$ cat src/rtl/mem2axi4_bridge.sv
// mem2axi4_bridge: single-outstanding bridge from the CPU load/store port to
// an AXI4 slave. Every CPU request becomes one single-beat AXI4 transaction.
// The response is checked, and cpu_done pulses for one cycle with the read
// data and the error flag.
module mem2axi4_bridge #(
    parameter int AXI4_ID_WIDTH = 4,
    parameter int ADDR_WIDTH    = 32,
    parameter int DATA_WIDTH    = 32
) (
    input  logic                      clk,
    input  logic                      rst_n,
    // CPU side
    input  logic                      cpu_req,
    input  logic                      cpu_we,
    input  logic [ADDR_WIDTH-1:0]     cpu_addr,
    input  logic [DATA_WIDTH-1:0]     cpu_wdata,
    input  logic [DATA_WIDTH/8-1:0]   cpu_wstrb,
    output logic                      cpu_busy,
    output logic                      cpu_done,
    output logic [DATA_WIDTH-1:0]     cpu_rdata,
    output logic                      cpu_err,
    // AXI4 write address
    output logic [AXI4_ID_WIDTH-1:0]  M2_AXI4_AWID,
    output logic [ADDR_WIDTH-1:0]     M2_AXI4_AWADDR,
    output logic [7:0]                M2_AXI4_AWLEN,
    output logic [2:0]                M2_AXI4_AWSIZE,
    output logic [1:0]                M2_AXI4_AWBURST,
    output logic                      M2_AXI4_AWVALID,
    input  logic                      M2_AXI4_AWREADY,
    // AXI4 write data
    output logic [DATA_WIDTH-1:0]     M2_AXI4_WDATA,
    output logic [DATA_WIDTH/8-1:0]   M2_AXI4_WSTRB,
    output logic                      M2_AXI4_WLAST,
    output logic                      M2_AXI4_WVALID,
    input  logic                      M2_AXI4_WREADY,
    // AXI4 write response
    input  logic [AXI4_ID_WIDTH-1:0]  M2_AXI4_BID,
    input  logic [1:0]                M2_AXI4_BRESP,
    input  logic                      M2_AXI4_BVALID,
    output logic                      M2_AXI4_BREADY,
    // AXI4 read address
    output logic [AXI4_ID_WIDTH-1:0]  M2_AXI4_ARID,
    output logic [ADDR_WIDTH-1:0]     M2_AXI4_ARADDR,
    output logic [7:0]                M2_AXI4_ARLEN,
    output logic [2:0]                M2_AXI4_ARSIZE,
    output logic [1:0]                M2_AXI4_ARBURST,
    output logic                      M2_AXI4_ARVALID,
    input  logic                      M2_AXI4_ARREADY,
    // AXI4 read data
    input  logic [AXI4_ID_WIDTH-1:0]  M2_AXI4_RID,
    input  logic [DATA_WIDTH-1:0]     M2_AXI4_RDATA,
    input  logic [1:0]                M2_AXI4_RRESP,
    input  logic                      M2_AXI4_RLAST,
    input  logic                      M2_AXI4_RVALID,
    output logic                      M2_AXI4_RREADY
);

    typedef enum logic [2:0] {
        S_IDLE, S_AW, S_W, S_B, S_AR, S_R, S_DONE
    } state_t;

    localparam logic [AXI4_ID_WIDTH-1:0] ID_ONE = 1;

    state_t                     state, state_nxt;
    logic [ADDR_WIDTH-1:0]      addr_q;
    logic [DATA_WIDTH-1:0]      wdata_q;
    logic [DATA_WIDTH/8-1:0]    wstrb_q;
    logic [AXI4_ID_WIDTH-1:0]   id_q;      // next ID to issue
    logic [AXI4_ID_WIDTH-1:0]   iss_id_q;  // ID of the transaction in flight
    logic [DATA_WIDTH-1:0]      rdata_q;
    logic                       err_q;
    logic                       misaligned;

    assign misaligned = (cpu_addr[1:0] != 2'b00);

    // State register
    always_ff @(posedge clk or negedge rst_n) begin
        if (!rst_n) state <= S_IDLE;
        else        state <= state_nxt;
    end

    // Next-state: each VALID phase waits for its handshake, no timeout
    always_comb begin
        state_nxt = state;
        case (state)
            S_IDLE: if (cpu_req) begin
                if (misaligned)  state_nxt = S_DONE;
                else if (cpu_we) state_nxt = S_AW;
                else             state_nxt = S_AR;
            end
            S_AW:   if (M2_AXI4_AWREADY) state_nxt = S_W;
            S_W:    if (M2_AXI4_WREADY)  state_nxt = S_B;
            S_B:    if (M2_AXI4_BVALID)  state_nxt = S_DONE;
            S_AR:   if (M2_AXI4_ARREADY) state_nxt = S_R;
            S_R:    if (M2_AXI4_RVALID)  state_nxt = S_DONE;
            S_DONE: state_nxt = S_IDLE;
            default: state_nxt = S_IDLE;
        endcase
    end

    // Outputs decoded from state; address/data come straight from the capture registers
    always_comb begin
        M2_AXI4_AWVALID = (state == S_AW);
        M2_AXI4_WVALID  = (state == S_W);
        M2_AXI4_WLAST   = (state == S_W);
        M2_AXI4_BREADY  = (state == S_B);
        M2_AXI4_ARVALID = (state == S_AR);
        M2_AXI4_RREADY  = (state == S_R);
        cpu_done        = (state == S_DONE);
        cpu_busy        = (state != S_IDLE) && (state != S_DONE);
        cpu_err         = (state == S_DONE) && err_q;
        cpu_rdata       = rdata_q;
        M2_AXI4_AWID    = id_q;
        M2_AXI4_ARID    = id_q;
        M2_AXI4_AWADDR  = addr_q;
        M2_AXI4_ARADDR  = addr_q;
        M2_AXI4_WDATA   = wdata_q;
        M2_AXI4_WSTRB   = wstrb_q;
        M2_AXI4_AWLEN   = 8'h00;
        M2_AXI4_ARLEN   = 8'h00;
        M2_AXI4_AWSIZE  = 3'b010;
        M2_AXI4_ARSIZE  = 3'b010;
        M2_AXI4_AWBURST = 2'b01;
        M2_AXI4_ARBURST = 2'b01;
    end

    // Request capture, ID counter and response checking
    always_ff @(posedge clk or negedge rst_n) begin
        if (!rst_n) begin
            addr_q   <= '0;
            wdata_q  <= '0;
            wstrb_q  <= '0;
            id_q     <= '0;
            iss_id_q <= '0;
            rdata_q  <= '0;
            err_q    <= 1'b0;
        end else begin
            case (state)
                S_IDLE: if (cpu_req) begin
                    addr_q  <= cpu_addr;
                    wdata_q <= cpu_wdata;
                    wstrb_q <= cpu_wstrb;
                    // misaligned requests skip the bus and leave the ID untouched
                    err_q   <= misaligned;
                end
                S_AW: if (M2_AXI4_AWREADY) begin
                    iss_id_q <= id_q;
                    id_q     <= id_q + ID_ONE;
                end
                S_AR: if (M2_AXI4_ARREADY) begin
                    iss_id_q <= id_q;
                    id_q     <= id_q + ID_ONE;
                end
                S_B: if (M2_AXI4_BVALID)
                    err_q <= (M2_AXI4_BRESP != 2'b00) || (M2_AXI4_BID != iss_id_q);
                S_R: if (M2_AXI4_RVALID) begin
                    rdata_q <= M2_AXI4_RDATA;
                    err_q   <= (M2_AXI4_RRESP != 2'b00) || (M2_AXI4_RID != iss_id_q)
                               || !M2_AXI4_RLAST;
                end
                default: ;
            endcase
        end
    end

endmodule

$ cat config.mk
export PLATFORM = sky130hd
export DESIGN_NAME = mem2axi4_bridge
export DESIGN_NICKNAME = d
export VERILOG_FILES = /design/src/rtl/mem2axi4_bridge.sv
export SDC_FILE = /design/constraint.sdc
export NUM_CORES = 1
export LEC_CHECK = 0
export ABC_AREA = 1
export CORE_MARGIN = 2
export CORE_UTILIZATION = 39
export CTS_CLUSTER_DIAMETER = 200
export DETAILED_ROUTE_END_ITERATION = 8
export GPL_ROUTABILITY_DRIVEN = 0
export GPL_TIMING_DRIVEN = 0
export HOLD_SLACK_MARGIN = 0.15
export PLACE_DENSITY = 0.92
export SYNTH_ARGS = -nofsm -noshare
export SYNTH_HDL_FRONTEND = slang
export SYNTH_SLANG_ARGS = --single-unit
$ cat constraint.sdc
create_clock -name clk -period 1.9 [get_ports clk]
set_input_delay 0.38 -clock clk [delete_from_list [all_inputs] [get_ports clk]]
set_output_delay 0.38 -clock clk [all_outputs]
set_load 0.01 [all_outputs]
==> flow_summary.json, run 1 <==
{
  "yosysUniqueCellTypes": 29,
  "yosys_warnings": 0,
  "status": "finished, final reports clean",
  "fin_util_pct": 65.4,
  "worst_setup_path_start_kind": "register",
  "cts.path.max_buffers": 2,
  "first_pass_iters": 7,
  "crit_path_start": "state[0]",
  "critPathArrivalTime_ps": 1470,
  "whs_ps": 508,
  "layout_common_cells": "260 x clkdlybuf4s50_1, 115 x nand2_1, 111 x dfrtp_1",
  "synth_area_mm2": 0.00518,
  "fin_cells": 1051,
  "num_io_pins": 297,
  "preCtsSetupSlack_ps": -354,
  "drt_iter0_drc": 254,
  "core-area_mm2": 0.0131,
  "yosys_register_bits": 112,
  "num_vias": 4724,
  "reg2reg_from": "state[1]",
  "overflow": 0,
  "routed_wl_um": 15300,
  "worst-path-max-fanout": 9,
  "rsz0062_at_grt": "true",
  "drv_cap": 0,
  "hpwl_um": 11900,
  "required_ps": 1520,
  "finalNetCount": 993,
  "slowest_stage": "dfrtp_1",
  "fin_crit_ps": 1850,
  "grt_pass1_wl_um": 23700,
  "via_per_inst": 4.49,
  "grt_use_total_pct": 21.4,
  "h-tree-depth": 3,
  "cts_tree": "built",
  "path_class": "reg2out",
  "rows": 42,
  "root_buffer": "clkbuf_16",
  "die_area_mm2": 0.0142,
  "final_common_cell": "clkdlybuf4s50_1",
  "portBuffers": 270,
  "setup_ws_ps": 45.8,
  "skew_ps": 14.3,
  "die_y_um": 119,
  "finalSetupViolations": 0,
  "cp_cell_sequence": "buf_6 > nor2_2 > nand2_1 > inv_1 > dlygate4sd2_1",
  "antenna_found_initial": 1,
  "drive_gt1_share_pct": 16.0,
  "initial_core_util_pct": 39.6,
  "critPathCaptureType": "output port",
  "post-route-period-util_pct": 97.6,
  "min_from": "cpu_rdata[19]",
  "power.total_uw": 13200,
  "timing.final.max_slew_violations": 0,
  "clock_latency_ps": 350,
  "critPathMaxStageDelay_ps": 380,
  "seq_area_frac_synth_pct": 54.1,
  "placed_cells": 1031,
  "ant_nets": 0,
  "grt_max_degree": 67,
  "min_path_type": "reg2reg",
  "numClockSinks": 112,
  "ir_worst_vdd_v": 0.000841,
  "syn_area_per_cell_um2": 9.25,
  "die_w_um": 119,
  "power.density_mw_per_mm2": 1540,
  "routedWlPerCell_um": 14.6,
  "slew-limit-headroom_pct": 57.7,
  "cts_buffers": 9,
  "grt_pass1_vias": 4637,
  "antenna_cells": 0,
  "power.leakage_uw": 0.00402,
  "worst_pin_slew_ps": 634,
  "syn_to_final_growth_pct": 65.3,
  "post-route-drc-count": 0,
  "clk_pin_slew_ps": 80,
  "netlist_instances": 560,
  "fmax_mhz": 539,
  "hold_viol": 0
}
logic make-up (layout without fill, tap and decap cells):
| family | Yosys count | count (layout) | synth area share (%) |
|---|---|---|---|
| buffers and inverters | 175 | 466 | 17.9 |
| AO/OA/AOI/OAI | 81 | 81 | 7.97 |
| XOR/XNOR | 4 | 4 | 0.676 |
| flip-flops | 112 | 112 | 54.1 |
| AND/OR/NAND/NOR | 153 | 153 | 12.0 |
| adder cells (fa/ha/maj) | 1 | 1 | 0.241 |
| multiplexers | 32 | 32 | 6.95 |
| other | 2 | 26 | 0.145 |
registers in the layout (all words and copies together) (netlist names):
signal / count
M2_AXI4_ARADDR: 32
cpu_rdata: 32
M2_AXI4_WDATA: 32
state: 3
err_q: 1
iss_id_q: 4
M2_AXI4_ARID: 4
M2_AXI4_WSTRB: 4
cell usage after synthesis:
library cell | instances | area, µm²
nand2_1 | 115 | 432
dfrtp_1 | 112 | 2800
inv_1 | 91 | 342
buf_4 | 68 | 510
o21ai_0 | 68 | 340
mux2_2 | 30 | 338
nor2_1 | 20 | 75.1
nand3_1 | 11 | 55.1
o21ai_1 | 9 | 45.0
buf_2 | 7 | 35.0
clkbuf_1 | 6 | 22.5
xnor2_1 | 3 | 26.3
conb_1 | 2 | 7.51
mux2_1 | 2 | 22.5
o21bai_1 | 2 | 15.0
a211oi_1 | 1 | 7.51
a21oi_1 | 1 | 5.00
buf_6 | 1 | 11.3
clkbuf_2 | 1 | 5.00
ha_1 | 1 | 12.5
inv_2 | 1 | 3.75
nand2_2 | 1 | 6.26
nand4_1 | 1 | 6.26
nor2_2 | 1 | 6.26
nor3_1 | 1 | 5.00
nor3b_1 | 1 | 7.51
nor4_4 | 1 | 21.3
or2_2 | 1 | 6.26
xor2_1 | 1 | 8.76
path summary, 6_finish.rpt:
path / endpoint / slack, ps / depth (start not counted)
worst max-delay path: M2_AXI4_ARVALID / 50 / 5
worst min-delay path: cpu_rdata[19] / 510 / 1
worst max register to register: cpu_rdata[6] / 60 / 8
worst min register to register: cpu_rdata[19] / 510 / 1
max in group asynchronous: M2_AXI4_ARID[0] / 520 / 3
min in group asynchronous: M2_AXI4_ARADDR[19] / 590 / 2
worst max-delay path, delay by kind of cell, from the launching register on:
family | cells | cell delay (ps)
buf+inv | 3 | 510
simple gates | 2 | 250
flops | 1 | 380
metal layers:
metal | track usage, % | up-vias | wire [µm]
li1 | - | 2251 | -
met4 | 8.33 | 2 | 363
met1 | 24.5 | 2218 | 5900
met3 | 5.12 | 36 | 1090
met5 | 0 | - | 11
met2 | 38.4 | 217 | 7950
metrics by stage:
step                      setup TNS (ps)  area [µm²]
after floorplan                        0        5270
after global placement           -448760        8190
after detailed placement          -15820        8220
after CTS                              0        8560
after global routing               -1280        8560
final                                  0        8560
repair_timing:
action / in CTS / in global routing
endpoints found under the setup margin: 30 / 6
buffers inserted: 2 / 1
hold buffers: 1 / 0
resized for setup: 21 / 6
pin swaps: 0 / 1
endpoints found under the hold margin: 46 / 0
power breakdown:
group          switching (µW)  total, µW  internal (µW)
clock                     897       1930           1040
combinational            2930       6960           4030
sequential                762       4290           3520
area by class of cell:
cell class | count | area, µm²
inverter | 92 | 348
multi-input combinational | 297 | 1560
sequential | 112 | 2800
fill | 1005 | 4520
timing repair buffer | 275 | 2740
tap | 176 | 220
clock buffer | 11 | 233
buffer | 83 | 594
clock inverter | 5 | 62.6
(Power assumes the default switching activity.)
==> run 2, diff against run 1 <==
--- a/config.mk
+++ b/config.mk
@@ -8,9 +8,8 @@
 export ABC_AREA = 1
 export CORE_MARGIN = 2
 export CORE_UTILIZATION = 39
-export CTS_CLUSTER_DIAMETER = 200
+export CTS_CLUSTER_DIAMETER = 150
 export DETAILED_ROUTE_END_ITERATION = 8
-export GPL_ROUTABILITY_DRIVEN = 0
 export GPL_TIMING_DRIVEN = 0
 export HOLD_SLACK_MARGIN = 0.15
 export PLACE_DENSITY = 0.92
==> results of run 2 <==
Final layout, timing and power as in run 1 (identical DEF).
==> run 3, diff against run 2 <==
--- a/config.mk
+++ b/config.mk
@@ -5,7 +5,7 @@
 export SDC_FILE = /design/constraint.sdc
 export NUM_CORES = 1
 export LEC_CHECK = 0
-export ABC_AREA = 1
+export ABC_AREA = 0
 export CORE_MARGIN = 2
 export CORE_UTILIZATION = 39
 export CTS_CLUSTER_DIAMETER = 150
@@ -13,6 +13,7 @@
 export GPL_TIMING_DRIVEN = 0
 export HOLD_SLACK_MARGIN = 0.15
 export PLACE_DENSITY = 0.92
+export SLEW_MARGIN = 20
 export SYNTH_ARGS = -nofsm -noshare
 export SYNTH_HDL_FRONTEND = slang
 export SYNTH_SLANG_ARGS = --single-unit
==> run 3 against run 2 <==
  * The run now ends with negative setup slack left
  * Critical path depth is the same
  * Combinational power increased by 16%
  * Maximum frequency is 3.6% lower
  * Register-to-register slack lost 20 ps
  * Clock skew fell by 6.4 ps
  * Power up 9.2%
  * Non-clock buffer count increased by 7
  * Cell count fell by 18%
  * Synthesized cell count decreased by 36%
  * First-iteration DRC count shrank 21%
  * Worst setup slack worse by 69 ps
  * Largest cell class unchanged
==> flow_summary.json, run 3 <==
{
  "synth_area_mm2": 0.00520,
  "critPathMaxStageDelay_ps": 400,
  "violations": "negative setup slack",
  "grt_pass1_vias": 4234,
  "numClockSinks": 112,
  "path_class": "reg2out",
  "ant_nets": 0,
  "ir_worst_vdd_v": 0.000798,
  "seq_area_frac_synth_pct": 53.9,
  "num_io_pins": 297,
  "yosys.area_share.xor_xnor_pct": 2.02,
  "drt-met1-wl_um": 5070,
  "core-area_mm2": 0.0131,
  "yosysUniqueCellTypes": 43,
  "fmax_mhz": 520,
  "route.met2.wl_um": 8010,
  "syn_area_per_cell_um2": 14.5,
  "highest_layer": "met4",
  "place.gp.congestion": 0.837,
  "routed_wl_um": 14600,
  "drt_iter0_drc": 200,
  "initial_core_util_pct": 39.6,
  "synthAdderAreaFrac_pct": 0.240,
  "grt_pass1_wl_um": 22400,
  "grt_max_degree": 58,
  "synth.most_common_cell": "dfrtp_1",
  "num_vias": 3916,
  "first_pass_iters": 4,
  "wl_met3_um": 1260,
  "worst_path_most_repeated_cell": "buf_6",
  "synth_area_leaders": "dfrtp_1 54%, mux2_2 16%, buf_4 9.2%",
  "rrSetupSlack_ps": 40,
  "clock_latency_ps": 340,
  "setup_ws_ps": -23.0,
  "netlist.area_leader.share_pct": 53.9,
  "die_w_um": 120,
  "worst_pin_slew_ps": 533,
  "status": "complete, but fails checks",
  "async_flop_share_pct": 100,
  "netlist_instances": 360,
  "overflow": 0,
  "cts_buffers": 9,
  "synth-compound-area-share_pct": 2.16,
  "die_area_mm2": 0.0143,
  "h-tree-depth": 3,
  "worst-path-max-fanout": 7,
  "cp_cell_sequence": "buf_6 > buf_8 > xor2_2 > or2_4 > buf_6",
  "hold_viol": 0,
  "required_ps": 1520,
  "critPathCaptureType": "output port",
  "yosys_warnings": 0,
  "whs_ps": 502,
  "finalSetupViolations": 1,
  "power.leakage_uw": 0.00383,
  "post-route-period-util_pct": 101,
  "yosys.area_share.simple_pct": 5.58,
  "power.density_mw_per_mm2": 1650,
  "layout_common_cells": "260 x clkdlybuf4s50_1, 107 x dfrtp_1, 79 x buf_4",
  "grt_use_total_pct": 20.2,
  "post-route-drc-count": 0,
  "clk_pin_slew_ps": 70,
  "drive_gt1_share_pct": 34.5,
  "worst_setup_path_start_kind": "register",
  "fin_util_pct": 66.3,
  "synth_ff_type": "dfrtp_1",
  "timing.final.max_slew_violations": 0,
  "rsz0062_at_grt": "true",
  "critPathArrivalTime_ps": 1540,
  "synthMuxAreaShare_pct": 24.5,
  "root_buffer": "clkbuf_16",
  "hpwl_um": 11400,
  "cts_tree": "built",
  "via_per_inst": 4.54,
  "slew-limit-headroom_pct": 64.5,
  "drv_cap": 0,
  "slowest_stage": "dfrtp_1",
  "rows": 42,
  "synth_top_family_by_area": "multiplexers",
  "cts.path.max_buffers": 2,
  "syn_to_final_growth_pct": 67.5,
  "antenna_cells": 0,
  "synth_top_cell_by_area": "dfrtp_1",
  "antenna_found_initial": 0,
  "finalNetCount": 804,
  "fin_crit_ps": 1920,
  "synth_common_cells": "112 x dfrtp_1, 75 x mux2_2, 64 x buf_4, 21 x mux2_4",
  "synth_edf_count": 0,
  "min_path_type": "reg2reg",
  "die_y_um": 120,
  "portBuffers": 270,
  "final_common_cell": "clkdlybuf4s50_1",
  "routedWlPerCell_um": 17.0,
  "yosys_register_bits": 112,
  "skew_ps": 7.87
}
==> run 3: changes by cell type in the layout (fill, tap and decap cells not counted), moves of 8 or more <==
cell,previous run,this run
nand2_1,115,1
inv_1,90,1
o21ai_0,68,2
mux2_2,30,75
mux2_4,0,21
nor2_1,18,4
mux2_1,2,10
o21ai_1,9,1
==> run 3: logic make-up (layout without fill, tap and decap cells) <==
kind of cell	after synthesis	after routing
flops	112	112
mux	106	106
compound gates	14	14
simple gates	32	32
other cells	2	26
xor+xnor	12	12
buf+inv	81	383
fa+ha+maj	1	1
==> run 3: cell type report <==
type | count | area, µm²
buffer | 79 | 646
clock buffer | 10 | 229
clock inverter | 6 | 45.0
fill | 948 | 4420
inverter | 2 | 11.3
multi-input combinational | 191 | 1940
sequential | 112 | 2810
tap | 176 | 220
timing repair buffer | 286 | 2820
==> run 3: critical path, delay by kind of cell, from the launching register on <==
kind                   cells  cell delay (ps)
XOR/XNOR                   1              150
buffers and inverters      3              400
flip-flops                 1              400
AND/OR/NAND/NOR            1              260
==> run 3: per-stage QoR <==
stage | power [µW] | std cells | TNS, ps | instance area (µm²) | worst slack [ps]
after floorplan | 8080 | 384 | 0 | 5290 | 223
after global placement | 11900 | 830 | -406300 | 8220 | -3610
after detailed placement | 12300 | 831 | -4080 | 8250 | -230
after CTS | 14300 | 854 | -43.2 | 8610 | -40.3
after global routing | 15200 | 862 | -126 | 8710 | -67.2
final | 14400 | 862 | -23.0 | 8710 | -23.0
==> run 3: final timing paths <==
check,start,to,cells past startpoint
worst max-delay path,state[1],cpu_busy,5
worst max register to register,state[2],state[0],6
min in group asynchronous,rst_n,cpu_rdata[10],2
worst min-delay path,cpu_rdata[30],cpu_rdata[30],1
worst min register to register,cpu_rdata[30],cpu_rdata[30],1
max in group asynchronous,rst_n,M2_AXI4_ARID[1],3
==> run 3: where the power goes <==
group          internal, µW  switching (µW)  total [µW]
Sequential             3620             900        4520
Combinational          5220            2890        8100
Clock                   899             878        1780
Total                  9730            4660       14400
==> run 3: repair_timing <==
action | CTS | global route
setup buffers | 6 | 8
endpoints found under the hold margin | 55 | 0
hold buffers | 1 | 0
resized for setup | 36 | 22
pin swaps | 3 | 5
setup endpoints to repair | 22 | 50
==> run 3: per-layer routing <==
layer / GRT usage [%] / up-vias
li1: - / 1804
met1: 21.6 / 1898
met2: 37.3 / 188
met3: 6.13 / 26
met4: 7.28 / 0
met5: 0 / -
